<file path="src/rtl/pooling_stream.sv">
// pooling_stream: streaming 2D pooling over square raster frames.
// Pixels arrive in row-major order. One partial result per window column is
// kept in a row buffer, and each finished window is emitted through a
// single-entry valid/ready output register.
// Optional feature: define POOL_AVG_EN to add the 'mode' port (0 = max, 1 = average).
module pooling_stream #(
    parameter int DATA_WIDTH = 32,
    parameter int INPUT_SIZE = 8,
    parameter int POOL_SIZE  = 2,
    localparam int OUT_SIZE  = INPUT_SIZE / POOL_SIZE,
    localparam int IDX_W     = (OUT_SIZE * OUT_SIZE > 1) ? $clog2(OUT_SIZE * OUT_SIZE) : 1
) (
    input  logic                  clk,
    input  logic                  reset,
    input  logic [DATA_WIDTH-1:0] in_data,
    input  logic                  in_valid,
    output logic                  in_ready,
    output logic [DATA_WIDTH-1:0] out_data,
    output logic [IDX_W-1:0]      out_idx,
    output logic                  out_valid,
    input  logic                  out_ready,
    output logic                  frame_done
`ifdef POOL_AVG_EN
    ,
    input  logic                  mode
`endif
);

    localparam int PLOG  = $clog2(POOL_SIZE);
    localparam int CNT_W = (INPUT_SIZE > 1) ? $clog2(INPUT_SIZE) : 1;
    localparam int WIN_W = (OUT_SIZE > 1) ? $clog2(OUT_SIZE) : 1;
    localparam int LAST  = INPUT_SIZE - 1;
    localparam int USED  = OUT_SIZE * POOL_SIZE;
`ifdef POOL_AVG_EN
    // Averaging needs headroom for the sum of POOL_SIZE*POOL_SIZE pixels.
    localparam int ACC_W = DATA_WIDTH + 2 * PLOG;
`else
    localparam int ACC_W = DATA_WIDTH;
`endif

    logic [CNT_W-1:0]        r_row;
    logic [CNT_W-1:0]        r_col;
    logic signed [ACC_W-1:0] r_buf [OUT_SIZE];

    logic                    w_accept;
    logic                    w_inWindow;
    logic                    w_origin;
    logic                    w_closing;
    logic                    w_lastPixel;
    logic                    w_avg;
    logic [WIN_W-1:0]        w_win;
    logic [IDX_W-1:0]        w_idx;
    logic signed [ACC_W-1:0] w_pix;
    logic signed [ACC_W-1:0] w_entry;
    logic signed [ACC_W-1:0] w_next;
    logic [DATA_WIDTH-1:0]   w_result;

    assign in_ready    = !out_valid || out_ready;
    assign w_accept    = in_valid && in_ready;
    assign w_inWindow  = (int'(r_row) < USED) && (int'(r_col) < USED);
    assign w_origin    = (int'(r_row) % POOL_SIZE == 0) && (int'(r_col) % POOL_SIZE == 0);
    assign w_closing   = (int'(r_row) % POOL_SIZE == POOL_SIZE - 1) &&
                         (int'(r_col) % POOL_SIZE == POOL_SIZE - 1);
    assign w_lastPixel = (int'(r_row) == LAST) && (int'(r_col) == LAST);
    assign w_win       = w_inWindow ? WIN_W'(int'(r_col) / POOL_SIZE) : '0;
    assign w_idx       = IDX_W'((int'(r_row) / POOL_SIZE) * OUT_SIZE + int'(r_col) / POOL_SIZE);
    assign w_pix       = ACC_W'($signed(in_data));
    assign w_entry     = r_buf[w_win];

`ifdef POOL_AVG_EN
    assign w_avg = mode;
`else
    assign w_avg = 1'b0;
`endif

    // Combine the incoming pixel with the window's partial result and form the finished value.
    always_comb begin
        w_next = w_pix;
        if (!w_origin) begin
            if (w_avg) begin
                w_next = w_entry + w_pix;
            end else if (w_entry > w_pix) begin
                w_next = w_entry;
            end
        end
        if (w_avg) begin
            w_result = DATA_WIDTH'(w_next >>> (2 * PLOG));
        end else begin
            w_result = DATA_WIDTH'(w_next);
        end
    end

    // Raster position of the next pixel to be accepted.
    always_ff @(posedge clk) begin
        if (reset) begin
            r_row <= '0;
            r_col <= '0;
        end else if (w_accept) begin
            if (r_col == CNT_W'(LAST)) begin
                r_col <= '0;
                if (r_row == CNT_W'(LAST)) begin
                    r_row <= '0;
                end else begin
                    r_row <= r_row + 1'b1;
                end
            end else begin
                r_col <= r_col + 1'b1;
            end
        end
    end

    // Row buffer of partial window results; every entry is reloaded at its window origin before use.
    always_ff @(posedge clk) begin
        if (w_accept && w_inWindow) begin
            r_buf[w_win] <= w_next;
        end
    end

    // Output register: load a finished window, hold while stalled, clear once popped.
    always_ff @(posedge clk) begin
        if (reset) begin
            out_valid  <= 1'b0;
            out_data   <= '0;
            out_idx    <= '0;
            frame_done <= 1'b0;
        end else begin
            frame_done <= w_accept && w_lastPixel;
            if (w_accept && w_inWindow && w_closing) begin
                out_valid <= 1'b1;
                out_data  <= w_result;
                out_idx   <= w_idx;
            end else if (out_ready) begin
                out_valid <= 1'b0;
            end
        end
    end

endmodule

</file>
<file path="config.mk">
export PLATFORM = sky130hd
export DESIGN_NAME = pooling_stream
export DESIGN_NICKNAME = d
export VERILOG_FILES = /design/src/rtl/pooling_stream.sv
export SDC_FILE = /design/constraint.sdc
export NUM_CORES = 1
export LEC_CHECK = 0
export CAP_MARGIN = 20
export CORE_MARGIN = 2
export CORE_UTILIZATION = 45
export DETAILED_ROUTE_END_ITERATION = 10
export HOLD_SLACK_MARGIN = 0.06
export PLACE_DENSITY = 0.64
export SLEW_MARGIN = 20
export SYNTH_ARGS = -nofsm -noshare
export SYNTH_HDL_FRONTEND = slang
export SYNTH_SLANG_ARGS = --single-unit
</file>
<file path="constraint.sdc">
create_clock -name clk -period 5.26 [get_ports clk]
set_input_delay 1.315 -clock clk [delete_from_list [all_inputs] [get_ports clk]]
set_output_delay 1.315 -clock clk [all_outputs]
set_load 0.03 [all_outputs]
</file>
==> results of run 1 <==
## per-layer routing
layer	vias up	share of wire [%]
li1	3037	-
met1	3304	42
met2	210	50
met3	46	4.3
met4	0	2.8
met5	-	0
## worst reg2reg max path: stages, from the launching register on
cell and delay (ns):
dfxtp_2 0.55, buf_4 0.43, mux4_2 0.60, ha_1 0.34, a21o_1 0.14, a21oi_1 0.10
a2111oi_0 0.64, a211o_2 0.54, buf_12 0.26, nor4b_1 0.10, a21oi_1 0.18, o211ai_1 0.25
o21a_1 0.26
## area by class of cell
type,count,area [sq um]
well taps,265,332
flip-flops and latches,174,4770
fillers,1677,8980
clock inverters,15,134
clock buffers,17,425
repair buffers,90,897
inverters,33,124
multi-input cells,513,3800
## sequential cells by signal, summed over array words and instances, names as in the netlist, named ones only
signal	count
out_data	32
r_buf	128
r_row	3
r_col	3
out_valid	1
frame_done	1
out_idx	4
## synth_stat cells (all sizes together) (33+ instances only)
cell,instances
inv,33
ha,36
a21oi,54
nor2,100
dfxtp,46
clkbuf,48
nand2,56
edfxtp,128
o21ai,36
and3,34
## cells by family (layout without fill, tap and decap cells)
logic type               Yosys count  after routing  synth area share (%)
AO/OA/AOI/OAI                    196            196                  15.1
adder cells (fa/ha/maj)           36             36                  5.05
buffers and inverters             93            155                  4.27
flip-flops                       174            174                  53.5
multiplexers                      32             32                  8.09
AND/OR/NAND/NOR                  249            249                  14.0
## power groups by stage
stage          Sequential, mW  Clock, mW  Combinational (mW)
2_1_floorplan            1.62          0               0.514
3_3_place_gp             1.63          0               0.667
3_5_place_dp             1.63          0               0.700
4_1_cts                  1.60       1.24               0.704
5_1_grt                  1.61       1.29               0.780
6_report                 1.60       1.22               0.708
## worst paths after layout
| path | to | slack [ns] | startpoint |
|---|---|---|---|
| hold reg to reg | out_idx[1]$_SDFFE_PP0P_ | 0.46 | out_idx[1]$_SDFFE_PP0P_ |
| setup / recovery | out_data[4]$_SDFFE_PP0P_ | 0.77 | flip-flop |
| hold / removal | out_idx[1]$_SDFFE_PP0P_ | 0.46 | out_idx[1]$_SDFFE_PP0P_ |
| setup reg to reg | out_data[4]$_SDFFE_PP0P_ | 0.77 | flip-flop |
==> metrics.yaml, run 1 <==
floorplanning:
  die_y_microns: 145
  core_sq_mm: 0.0195
  rows: 51
  dieArea_sq_mm: 0.0209
  io_pins: 75
  die_w_microns: 145
  initial_core_util_pct: 45.8
route:
  routed_wl_microns: 22200
  drt-wirelength-per-cell_microns: 20.1
  avgViaCountPerCell: 5.96
  postRouteAntennaNets: 0
  drtIter0Drc: 563
  drc: 0
  vias: 6597
  first_pass_iters: 5
cts:
  cts_tree: "done"
  post_cts_buffers: 0
  htree_levels: 4
  clock_sinks: 174
  clockRootBuffer: "clkbuf_16"
  cts-resized-gates: 0
  postCtsHoldBufs: 0
  clock_latency_ns: 0.44
  clk_path_buf_depth: 2
  path_clk_slew_ns: 0.07
  cts_made_buffers: 17
finish:
  final_cell_mix: "128 x edfxtp_1, 99 x nor2_1, 73 x clkdlybuf4s50_1"
  mostFrequentLayoutCell: "edfxtp_1"
  layout-drive-gt1-share_pct: 11.5
  area_delta_synth_final_pct: 17.6
  final_cell_count_no_fill: 1107
  antennaDiodeCount: 0
  final_net_count: 901
  final_util_pct: 53.8
  design_area_sq_mm: 0.0105
pwr:
  irDropWorstVdd_mv: 0.233
  switchingPower_mw: 1.01
  p_comb_share_pct: 20.1
  p_clk_share_pct: 34.6
  p_leak_nw: 3.67
  intPower_mw: 2.52
  swShare_pct: 28.6
  finalPower_mw: 3.53
  p_per_area_mw_per_mm2: 337
  power_frac_seq_pct: 45.4
critical_path:
  critical-path-top-delay-family: "compound AO/OA/AOI/OAI gates"
  cp_max_fo: 36
  endpoint_kind: "flip-flop"
  crit_arrival_ns: 4.82
  required_ns: 5.59
  reg2regPathDepth: 12
  cp_slowest_cell: "a2111oi_0"
  worst_path_largest_cell_delay_ns: 0.64
  crit_path_start_kind: "flip-flop"
  path_depth: 12
  critPathBufInv: 2
  path_class: "reg -> reg"
  crit_chain: "buf_4 -> mux4_2 -> ha_1 -> a21o_1 -> a21oi_1 -> a2111oi_0 -> a211o_2 -> buf_12 -> nor4b_1 -> a21oi_1 -> o211ai_1 -> o21a_1"
  cp_common_cell: "a21oi_1"
sta:
  rsz0062_at_grt: "no"
  skew_ns: 0.0135
  fin_crit_sh_pct: 85.3
  slew_viol_final: 0
  slew_headroom_pct: 31.0
  tightestPinTransition_ns: 1.04
  fin_crit_ns: 4.49
  max_freq_mhz: 223
  hold_viol_final: 0
  setup_violations: 0
  whs_ns: 0.462
  setup_ws_ns: 0.772
  setup_tns_ns: 0
min_path:
  min_path_type: "reg -> reg"
  holdPathStages: 2
synthesis:
  synth_edf_count: 128
  ys_types: 40
  synth_seq_area_share_pct: 53.5
  synthArstFlopShare_pct: 0
  syn_area_sq_mm: 0.00891
  synth_fp_nets: 852
  synth_top_area_share_pct: 43.1
  synthFlopType: "edfxtp_1"
  synth-seq-cells: 174
  avgSynthCellArea_sq_um: 11.4
  ys_warn_count: 0
  synth_area_leaders: "edfxtp_1 43%, dfxtp_1 10%, mux4_2 8.1%"
  synth_top_cell_by_area: "edfxtp_1"
  syn_inst: 780
run_status:
  status: "completed"
grt:
  overflow: 0
  use_met1_pct: 28.2
  track_usage_pct: 22.1
  first_global_vias: 6594
  antenna_found_initial: 0
  met3_usage_pct: 3.36
  use_met2_pct: 37.7
  grt_first_pass_wirelength_microns: 34800
  top_usage_layer: "met2"
  grt_max_degree: 129
placement:
  placed_cells: 1075
  placed_area_sq_mm: 0.00992
  io_buffers: 74
  routabilityCongestion: 0.808
  dpl.hpwl_microns: 13800
  dp_slack_ns: 0.471
job:
  maxCapViolCount: 0
Note: power is estimated with default switching activity, not from simulation.
==> run 2: changes to the inputs <==
--- a/config.mk
+++ b/config.mk
@@ -11,7 +11,7 @@
 export DETAILED_ROUTE_END_ITERATION = 10
 export HOLD_SLACK_MARGIN = 0.06
 export PLACE_DENSITY = 0.64
-export SLEW_MARGIN = 20
+export SLEW_MARGIN = 25
 export SYNTH_ARGS = -nofsm -noshare
 export SYNTH_HDL_FRONTEND = slang
 export SYNTH_SLANG_ARGS = --single-unit
==> results of run 2 <==
The final DEF is identical to that of run 1; final timing and power are the same.
==> run 3: changes to the inputs <==
--- a/config.mk
+++ b/config.mk
@@ -8,6 +8,8 @@
 export CAP_MARGIN = 20
 export CORE_MARGIN = 2
 export CORE_UTILIZATION = 45
+export CTS_CLUSTER_DIAMETER = 100
+export CTS_CLUSTER_SIZE = 12
 export DETAILED_ROUTE_END_ITERATION = 10
 export HOLD_SLACK_MARGIN = 0.06
 export PLACE_DENSITY = 0.64
==> results of run 3 <==
The final DEF is identical to that of run 1; final timing and power are the same.
